### src/rtl/hqc_decod_ctrl_pkg.sv
// Shared types and parameter helpers for the HQC decode controller.
// Holds the FSM state type, security-level width derivation and default watchdog limit.
package hqc_decod_ctrl_pkg;

  typedef enum logic [2:0] {
    S_IDLE,
    S_START,
    S_RUN,
    S_HOLD,
    S_ERR
  } state_t;

  localparam int TIMEOUT_CYC_DEF = 50000;

  function automatic int in_aw_f(input int sec);
    return (sec == 128) ? 8 : 9;
  endfunction

  function automatic int param_k_f(input int sec);
    if (sec == 128) return 16;
    if (sec == 192) return 24;
    return 32;
  endfunction

endpackage

### src/rtl/hqc_wdog_cnt.sv
// Saturating watchdog counter with synchronous clear and count enable.
// Ports: clk, rst (async high), clr, en, inc (saturated cnt+1), expire (en and cnt==LIMIT).
module hqc_wdog_cnt #(
  parameter int W     = 16,
  parameter int LIMIT = 49999
) (
  input  logic         clk,
  input  logic         rst,
  input  logic         clr,
  input  logic         en,
  output logic [W-1:0] inc,
  output logic         expire
);

  logic [W-1:0] cnt;

  assign inc    = (&cnt) ? cnt : cnt + W'(1);
  assign expire = en & (cnt == W'(LIMIT));

  always_ff @(posedge clk or posedge rst) begin
    if (rst) begin
      cnt <= '0;
    end else if (clr) begin
      cnt <= '0;
    end else if (en) begin
      cnt <= inc;
    end
  end

endmodule

### src/rtl/hqc_decod_ctrl.sv
// Sequencer for the HQC RM/RS decode datapath: input RAM port arbitration,
// decoder start/watchdog supervision and message hand-off to the host.
// Ports: host_* (RAM load, host_ready_o), go_i/err_clr_i/busy_o/err_o (control),
//   ram_* (RAM port), dec_* (decoder side), msg_* (valid/ready message output).
// Optional HQC_DECOD_CTRL_PERF_EN adds perf_cycles_o: RUN cycles of the last
//   successful decode, valid cycle included.
module hqc_decod_ctrl
  import hqc_decod_ctrl_pkg::*;
#(
  parameter int PARAM_SECURITY = 128,
  parameter int IN_AW          = in_aw_f(PARAM_SECURITY),
  parameter int DIN_W          = 128,
  parameter int PARAM_K        = param_k_f(PARAM_SECURITY),
  parameter int DOUT_W         = 8 * PARAM_K,
  parameter int TIMEOUT_W      = 16,
  parameter int TIMEOUT_CYC    = TIMEOUT_CYC_DEF
) (
  input  logic                 clk_i,
  input  logic                 rst_i,
  input  logic                 host_wr_i,
  input  logic [IN_AW-1:0]     host_addr_i,
  input  logic [DIN_W-1:0]     host_din_i,
  output logic                 host_ready_o,
  input  logic                 go_i,
  input  logic                 err_clr_i,
  output logic                 busy_o,
  output logic                 err_o,
  output logic                 ram_we_o,
  output logic                 ram_rd_o,
  output logic [IN_AW-1:0]     ram_addr_o,
  output logic [DIN_W-1:0]     ram_wdata_o,
  input  logic                 dec_rd_i,
  input  logic [IN_AW-1:0]     dec_addr_i,
  output logic                 dec_start_o,
  input  logic                 dec_busy_i,
  input  logic [DOUT_W-1:0]    dec_dout_i,
  input  logic                 dec_dout_valid_i,
  output logic [DOUT_W-1:0]    msg_o,
  output logic                 msg_valid_o,
`ifdef HQC_DECOD_CTRL_PERF_EN
  output logic [TIMEOUT_W-1:0] perf_cycles_o,
`endif
  input  logic                 msg_ready_i
);

  state_t               state;
  logic                 host_own;
  logic                 wd_expire;
  logic [TIMEOUT_W-1:0] wd_inc;

  // Host keeps the RAM while a message waits for pickup.
  assign host_own     = (state == S_IDLE) || (state == S_HOLD);
  assign host_ready_o = (state == S_IDLE);
  assign busy_o       = (state != S_IDLE);

  assign ram_we_o    = host_own & host_wr_i;
  assign ram_rd_o    = ~host_own & dec_rd_i;
  assign ram_addr_o  = host_own ? host_addr_i : dec_addr_i;
  assign ram_wdata_o = host_din_i;

  hqc_wdog_cnt #(
    .W     (TIMEOUT_W),
    .LIMIT (TIMEOUT_CYC - 1)
  ) u_wdog (
    .clk    (clk_i),
    .rst    (rst_i),
    .clr    (state == S_START),
    .en     (state == S_RUN),
    .inc    (wd_inc),
    .expire (wd_expire)
  );

  always_ff @(posedge clk_i or posedge rst_i) begin
    if (rst_i) begin
      state       <= S_IDLE;
      dec_start_o <= 1'b0;
      err_o       <= 1'b0;
      msg_o       <= '0;
      msg_valid_o <= 1'b0;
    end else begin
      dec_start_o <= 1'b0;
      unique case (state)
        S_IDLE: begin
          // A decoder still busy from an earlier run must not be restarted.
          if (go_i && !dec_busy_i) begin
            state       <= S_START;
            dec_start_o <= 1'b1;
          end
        end
        S_START: state <= S_RUN;
        S_RUN: begin
          // A valid landing in the expiry cycle still wins.
          if (dec_dout_valid_i) begin
            msg_o       <= dec_dout_i;
            msg_valid_o <= 1'b1;
            state       <= S_HOLD;
          end else if (wd_expire) begin
            err_o <= 1'b1;
            state <= S_ERR;
          end
        end
        S_HOLD: begin
          if (msg_ready_i) begin
            msg_valid_o <= 1'b0;
            state       <= S_IDLE;
          end
        end
        S_ERR: begin
          if (err_clr_i && !dec_busy_i) begin
            err_o <= 1'b0;
            state <= S_IDLE;
          end
        end
        default: state <= S_IDLE;
      endcase
    end
  end

`ifdef HQC_DECOD_CTRL_PERF_EN
  always_ff @(posedge clk_i or posedge rst_i) begin
    if (rst_i) begin
      perf_cycles_o <= '0;
    end else if (state == S_RUN && dec_dout_valid_i) begin
      perf_cycles_o <= wd_inc;
    end
  end
`else
  logic unused_wd;
  assign unused_wd = ^wd_inc;
`endif

endmodule

### config.mk
export PLATFORM = sky130hd
export DESIGN_NAME = hqc_decod_ctrl
export DESIGN_NICKNAME = d
export VERILOG_FILES = /design/src/rtl/hqc_decod_ctrl_pkg.sv /design/src/rtl/hqc_wdog_cnt.sv /design/src/rtl/hqc_decod_ctrl.sv
export SDC_FILE = /design/constraint.sdc
export NUM_CORES = 1
export LEC_CHECK = 0
export CAP_MARGIN = 20
export CORE_AREA = 2 2 218 220
export CTS_CLUSTER_SIZE = 30
export DETAILED_ROUTE_END_ITERATION = 8
export DIE_AREA = 0 0 220 222
export DONT_BUFFER_PORTS = 1
export GPL_TIMING_DRIVEN = 0
export PLACE_DENSITY = 0.31
export SLEW_MARGIN = 40
export SYNTH_ARGS = -nofsm -noshare
export SYNTH_HDL_FRONTEND = slang
export SYNTH_SLANG_ARGS = --single-unit
### constraint.sdc
create_clock -name clk_i -period 5.7 [get_ports clk_i]
set_input_delay 0 -clock clk_i [delete_from_list [all_inputs] [get_ports clk_i]]
set_output_delay 0 -clock clk_i [all_outputs]
set_load 0.02 [all_outputs]
Word level (Yosys, flattened, before mapping)
Index checks and enable logic that the tools add are counted.
Cells by class
  equality and inequality tests: 13
  reductions and logical operators: 15
  bitwise logic cells: 4
  add/sub/neg operators: 1
  mux-type cells: 19
Operator list (count)
  $mux W16: 3
  $add A16 B1 Y16 const B: 1
  $eq A16 B16 Y1 const B: 1
  $reduce_and A16 Y1: 1
  $mux W3: 5
  $pmux W3 S5: 1
  $ne A2 B2 Y1 const B: 5
  $mux W8: 1
  $reduce_and A4 Y1: 2
  $mux W1: 7
  $eq A3 B2 Y1 const B: 2
  $reduce_bool A2 Y1: 3
  $ne A2 B1 Y1 const B: 2
  $pmux W1 S2: 2
  $reduce_and A2 Y1: 2
  $and A1 B1 Y1: 3
  $eq A3 B1 Y1 const B: 1
  $eq A3 B3 Y1 const B: 1
  $logic_not A3 Y1: 1
  $ne A3 B3 Y1 const B: 1
  $reduce_and A3 Y1: 1
  $reduce_bool A3 Y1: 1
  $logic_and A1 B1 Y1: 2
  $logic_not A1 Y1: 1
  2 further kinds: 2
Storage, ports and cells
  register bits: 150
  word-level logic and storage cells: 58
  output and inout port bits: 271

Depth between registers and ports, before layout
  depth in word-level cells: 5
  depth in mapped cells: 6
  mapped depth without buffers: 5

Modules after synthesis
From an unflattened synthesis, not the netlist that was laid out.
Unflattened totals
  cell total of the unflattened synthesis: 591
  area, all modules: 7488.4 um^2
Modules (own cells, without submodules)
  hqc_decod_ctrl: area an instance 6227.2 um^2, seq. area each 3353.2 um^2, instances 1, cells each 448
  hqc_wdog_cnt: area an instance 1261.2 um^2, seq. area each 400.4 um^2, instances 1, cells each 143

Least setup slack after synthesis
No wires, ideal clock.
  kind: register to register
  start: register state[0]
  end: register msg_o[100]
  data arrival time: 1633 ps
  setup slack: 3942 ps
  stages on the path, launching flop included: 6
  library setup time: 125 ps
  period minus slack after synthesis: 1758 ps
  buffers on the path: 2
  cells stage by stage: dfrtp_1 nor3b_2 and2_1 clkbuf_1 buf_2 mux2_2
On the way
  word-level cells in the longest chain between the ends: 2
Ends and longest elaborated chain
  start, declared: line hqc_decod_ctrl.sv:46  | state_t state;
  start signal, assigned: line hqc_decod_ctrl.sv:75  | state <= S_IDLE;
  start signal, assigned: line hqc_decod_ctrl.sv:86  | state <= S_START;
  start signal, assigned: line hqc_decod_ctrl.sv:90  | S_START: state <= S_RUN;
  $eq A3 B2 Y1: line hqc_decod_ctrl.sv:82  | unique case (state)
  $reduce_and A2 Y1 (no line)
  end signal, assigned: line hqc_decod_ctrl.sv:94  | msg_o <= dec_dout_i;
  end, declared: line hqc_decod_ctrl.sv:38  | output logic [DOUT_W-1:0] msg_o,
No other way between the ends.
A chain may end at the register's enable or synchronous reset.

Worst setup path after layout
  start: register u_wdog.cnt[11]
  end: register state[2]
On the way
  word-level cells in the longest chain between the ends: 4
Ends and longest elaborated chain
  start, declared: line hqc_wdog_cnt.sv:15  | logic [W-1:0] cnt;
  start signal, assigned: line hqc_wdog_cnt.sv:26  | cnt <= inc;
  $eq A16 B16 Y1: line hqc_wdog_cnt.sv:18  | assign expire = en & (cnt == W'(LIMIT));
  $and A1 B1 Y1: line hqc_wdog_cnt.sv:18
  $ne A3 B3 Y1 (no line)
  $reduce_and A4 Y1 (no line)
No other way between the ends.

==> results by group <==
Logic synthesis
  • Post-synthesis cell count: 550
  • Largest family of logic cells by synthesized area: multiplexers
  • Post-Synth XOR/XNOR Area: 0.00124
  • Syn Nets: about 830
  • Post-Synth Simple-Gate Area: 0.0608
  • Largest cells by area after synthesis: dfrtp_1 (53%), mux2_2 (22%), buf_4 (14%), nand2_1 (1.0%), buf_2 (0.99%)
  • Async set-reset flop share out of synthesis: 1.00
  • Register bit total from synthesis: 150
  • Synth Area per Inst: approximately 13 sq um
  • Post-synth top area cell: dfrtp_1
  • Post-synthesis sequential area ratio: 0.531
  • Total of warnings raised by yosys: 0
  • Mux share of post-synthesis cell area: 0.222
  • Netlist cell types: 42
  • Top cell type's share of synthesized area: 0.531
  • Compound-gate portion of the synthesized area: 0.0303
  • Number of synthesized flops with an enable pin: 0
  • Top_reg_cell synth: dfrtp_1
  • Mapped Area: just over 0.007 sq mm
  • Synth Area in Adders: 0.00177

Floorplan
  • Die outline width: 220 um
  • Core area: around 0.046 sq mm
  • DIE HEIGHT: ~220 um
  • I/O pin count: about 550
  • Initial Util: 0.153
  • Die area: 0.0488 sq mm
  • Rows: between 70 and 80

Min path
  • Hold WC Path Type: input port to flip-flop

Flow run
  • MaxCap Viol Count: 0

Detailed routing
  • Wire per inst: ~17 um
  • 1st-pass router iterations: 4
  • DRC Markers: 0
  • First DRT Iteration DRCs: around 190
  • Vias per Instance: around 3.6
  • Antenna-violating nets left: 0
  • Total length of routed wires: between 20 and 25 mm
  • Vias: ~4700

Timing
  • Final period util: 0.430
  • Min Hold Slack: around 0.07 ns
  • Max Slew Vio Count: 0
  • Final Critical Period: between 2 and 2.5 ns
  • RSZ-0062 raised after global routing: false
  • Hold Vio Cnt, Final: 0
  • Total Neg Setup Slack: 0 ns
  • F_max: 408 MHz
  • Final WS setup: 3.25 ns
  • Tightest Pin Transition: roughly 0.64 ns
  • Max-slew headroom: 0.567
  • Skew final: 0.0104 ns
  • Final setup violation count: 0

Worst setup path
  • Crit path max-delay family: simple AND/OR/NAND/NOR gates
  • CP Max Fanout: 6
  • Worst EP required: 6.11 ns
  • CP Capture Type: flip-flop
  • Crit path cell chain: or4b_1 -> nor4_2 -> nand3b_1 -> a21oi_1 -> dlygate4sd3_1
  • Crit path largest cell delay: between 0.5 and 0.6 ns
  • Startpoint types: flip-flop
  • Critical path's slowest cell: or4b_1
  • Crit Path Class: flip-flop to flip-flop
  • Critical path arrival: approximately 2.9 ns
  • Worst Path Buf+Inv: 1

Power
  • VDD IR max: between 0.00015 and 0.0002 V
  • Comb pwr share: 0.260
  • P_leak: approximately 4.1 nW
  • Register share of total power: 0.509
  • Power density over cell area: 505 mW/mm^2
  • NetSw: roughly 2.1 mW
  • Sw Ratio: 0.419
  • Pint: between 2 and 3 mW
  • Part of the power in the clock network: 0.231

Clock network
  • Number of setup buffers added after CTS: 0
  • CTS clk-pin slew, worst paths: 0.07 ns
  • Clock Latency Late Sink: around 0.47 ns
  • # resized after CTS: 0
  • CTS max path bufs: 2
  • CTS tree: built
  • Cts bufs inserted: 17
  • CTS Hold Buffers Added: 137
  • Clock Tree Root: clkbuf_16
  • Clk sinks: 150
  • H-Tree Level Count: 4

Placed design
  • Dpl ws: around 3.2 ns
  • Hpwl dp: between 15 and 20 mm
  • Buffers on Ports: 0
  • Placement-stage cell area: just under 0.008 sq mm
  • Placer Congestion: roughly 0.80

Final layout
  • Share of cells above drive strength 1: 0.447
  • Final nets: 990
  • Diodes inserted: 0
  • Area grow syn2layout: 39.7%
  • FILL cells: between 4000 and 5000
  • Register Area: between 0.003 and 0.004 sq mm
  • Fin util: 0.213
  • Final instance area: slightly below 0.01 sq mm
  • Area occupied by multi-input gates: 0.00225 sq mm

Run status
  • Status: completed

GRT
  • First-pass GRT wire length: 31.0 mm
  • Vias in the first global route: 4939
  • Largest net degree at the start of global routing: between 60 and 70
  • GRT Residual Overflow: 0
  • Gr usage total: 0.0899
  • Initial antenna violation count: 0
==> metrics by stage <==
stage          std cells  power [mW]
2_1_floorplan        550        3.43
3_3_place_gp        1157        3.81
3_5_place_dp        1159        3.82
4_1_cts             1328        5.11
5_1_grt             1328        5.29
6_report            1328        4.98
==> synthesized netlist by cell type, types with 4 or more instances <==
cell      count
o21ai_0       7
dfrtp_1     150
mux2i_1       4
o31ai_1       4
nand2_1      19
nand2b_1      5
buf_4       128
inv_1         5
mux2_2      136
buf_2        14
a21oi_1       6
clkbuf_1      5
nand3_1       4
nor3_1        9
nand4_1       5
nor2_1        4
==> flip-flops by register name (all words and copies together) (netlist names) <==
| signal | cells |
|---|---|
| dec_start_o | 1 |
| err_o | 1 |
| msg_o | 128 |
| msg_valid_o | 1 |
| state | 3 |
| u_wdog.cnt | 16 |
==> logic make-up after synthesis <==
| kind of cell | after synthesis |
|---|---|
| fa+ha+maj | 1 |
| flops | 150 |
| buf+inv | 153 |
| simple gates | 73 |
| compound gates | 32 |
| mux | 140 |
| xor+xnor | 1 |
==> cell usage in the layout (no fill, tap or decap), drive strengths merged, types with 2 or more instances in the layout <==
cell and instances:
o31ai 4, and3 2, o21ai 8, nand3 4, buf 145, or4 3, mux2i 4, a21oi 6
nor4 4, nor3 9, o41ai 3, o311ai 3, dfrtp 150, dlygate4sd3 136, clkinv 3, nand3b 2
nand2b 5, and2 2, a31oi 2, nand2 19, nor2b 3, or2 2, mux2 136, and4 2
clkbuf 25, nor4bb 2, inv 11, o211ai 3, nor2 4, nand4 5, clkinvlp 3, or3 2
==> final cells by class <==
cell class              instances  share of cell area
flip-flops and latches        150               0.380
well taps                     607              0.0770
inverters                       5             0.00266
clock buffers                  19              0.0449
plain buffers                 148               0.107
multi-input cells             247               0.228
repair buffers                139               0.146
clock inverters                13              0.0145
==> worst paths after layout <==
path                                start             to  slack, ns  cells past startpoint
max in group asynchronous           rst_i      msg_o[85]       5.23                      3
min                           msg_ready_i       state[0]       0.07                      4
min reg2reg                 u_wdog.cnt[3]  u_wdog.cnt[3]       0.52                      1
min in group asynchronous           rst_i      msg_o[89]       0.13                      3
max reg2reg                u_wdog.cnt[11]       state[2]       3.25                      5
max                        u_wdog.cnt[11]       state[2]       3.25                      5
==> worst register-to-register path, delay by kind of cell, from the launching register on <==
family	cells	cell delay [ns]
simple gates	3	1.24
buf+inv	1	0.55
flops	1	0.45
compound gates	1	0.15
==> power by group through the flow <==
stage	clock, mW	combinational, mW	sequential (mW)
after floorplan	0	1.04	2.39
after global placement	0	1.22	2.59
after detailed placement	0	1.24	2.57
after CTS	1.23	1.32	2.56
after global routing	1.27	1.42	2.60
final	1.15	1.30	2.53
==> metal layers <==
| metal | vias up | wire length, um | track usage |
|---|---|---|---|
| met1 | 2310 | 7610 | 0.0850 |
| met3 | 34 | 1970 | 0.0395 |
| met2 | 286 | 12400 | 0.166 |
| li1 | 2103 | - | - |
| met5 | - | 0 | 0 |
| met4 | 0 | 568 | 0.0392 |
(Power assumes the default switching activity.)
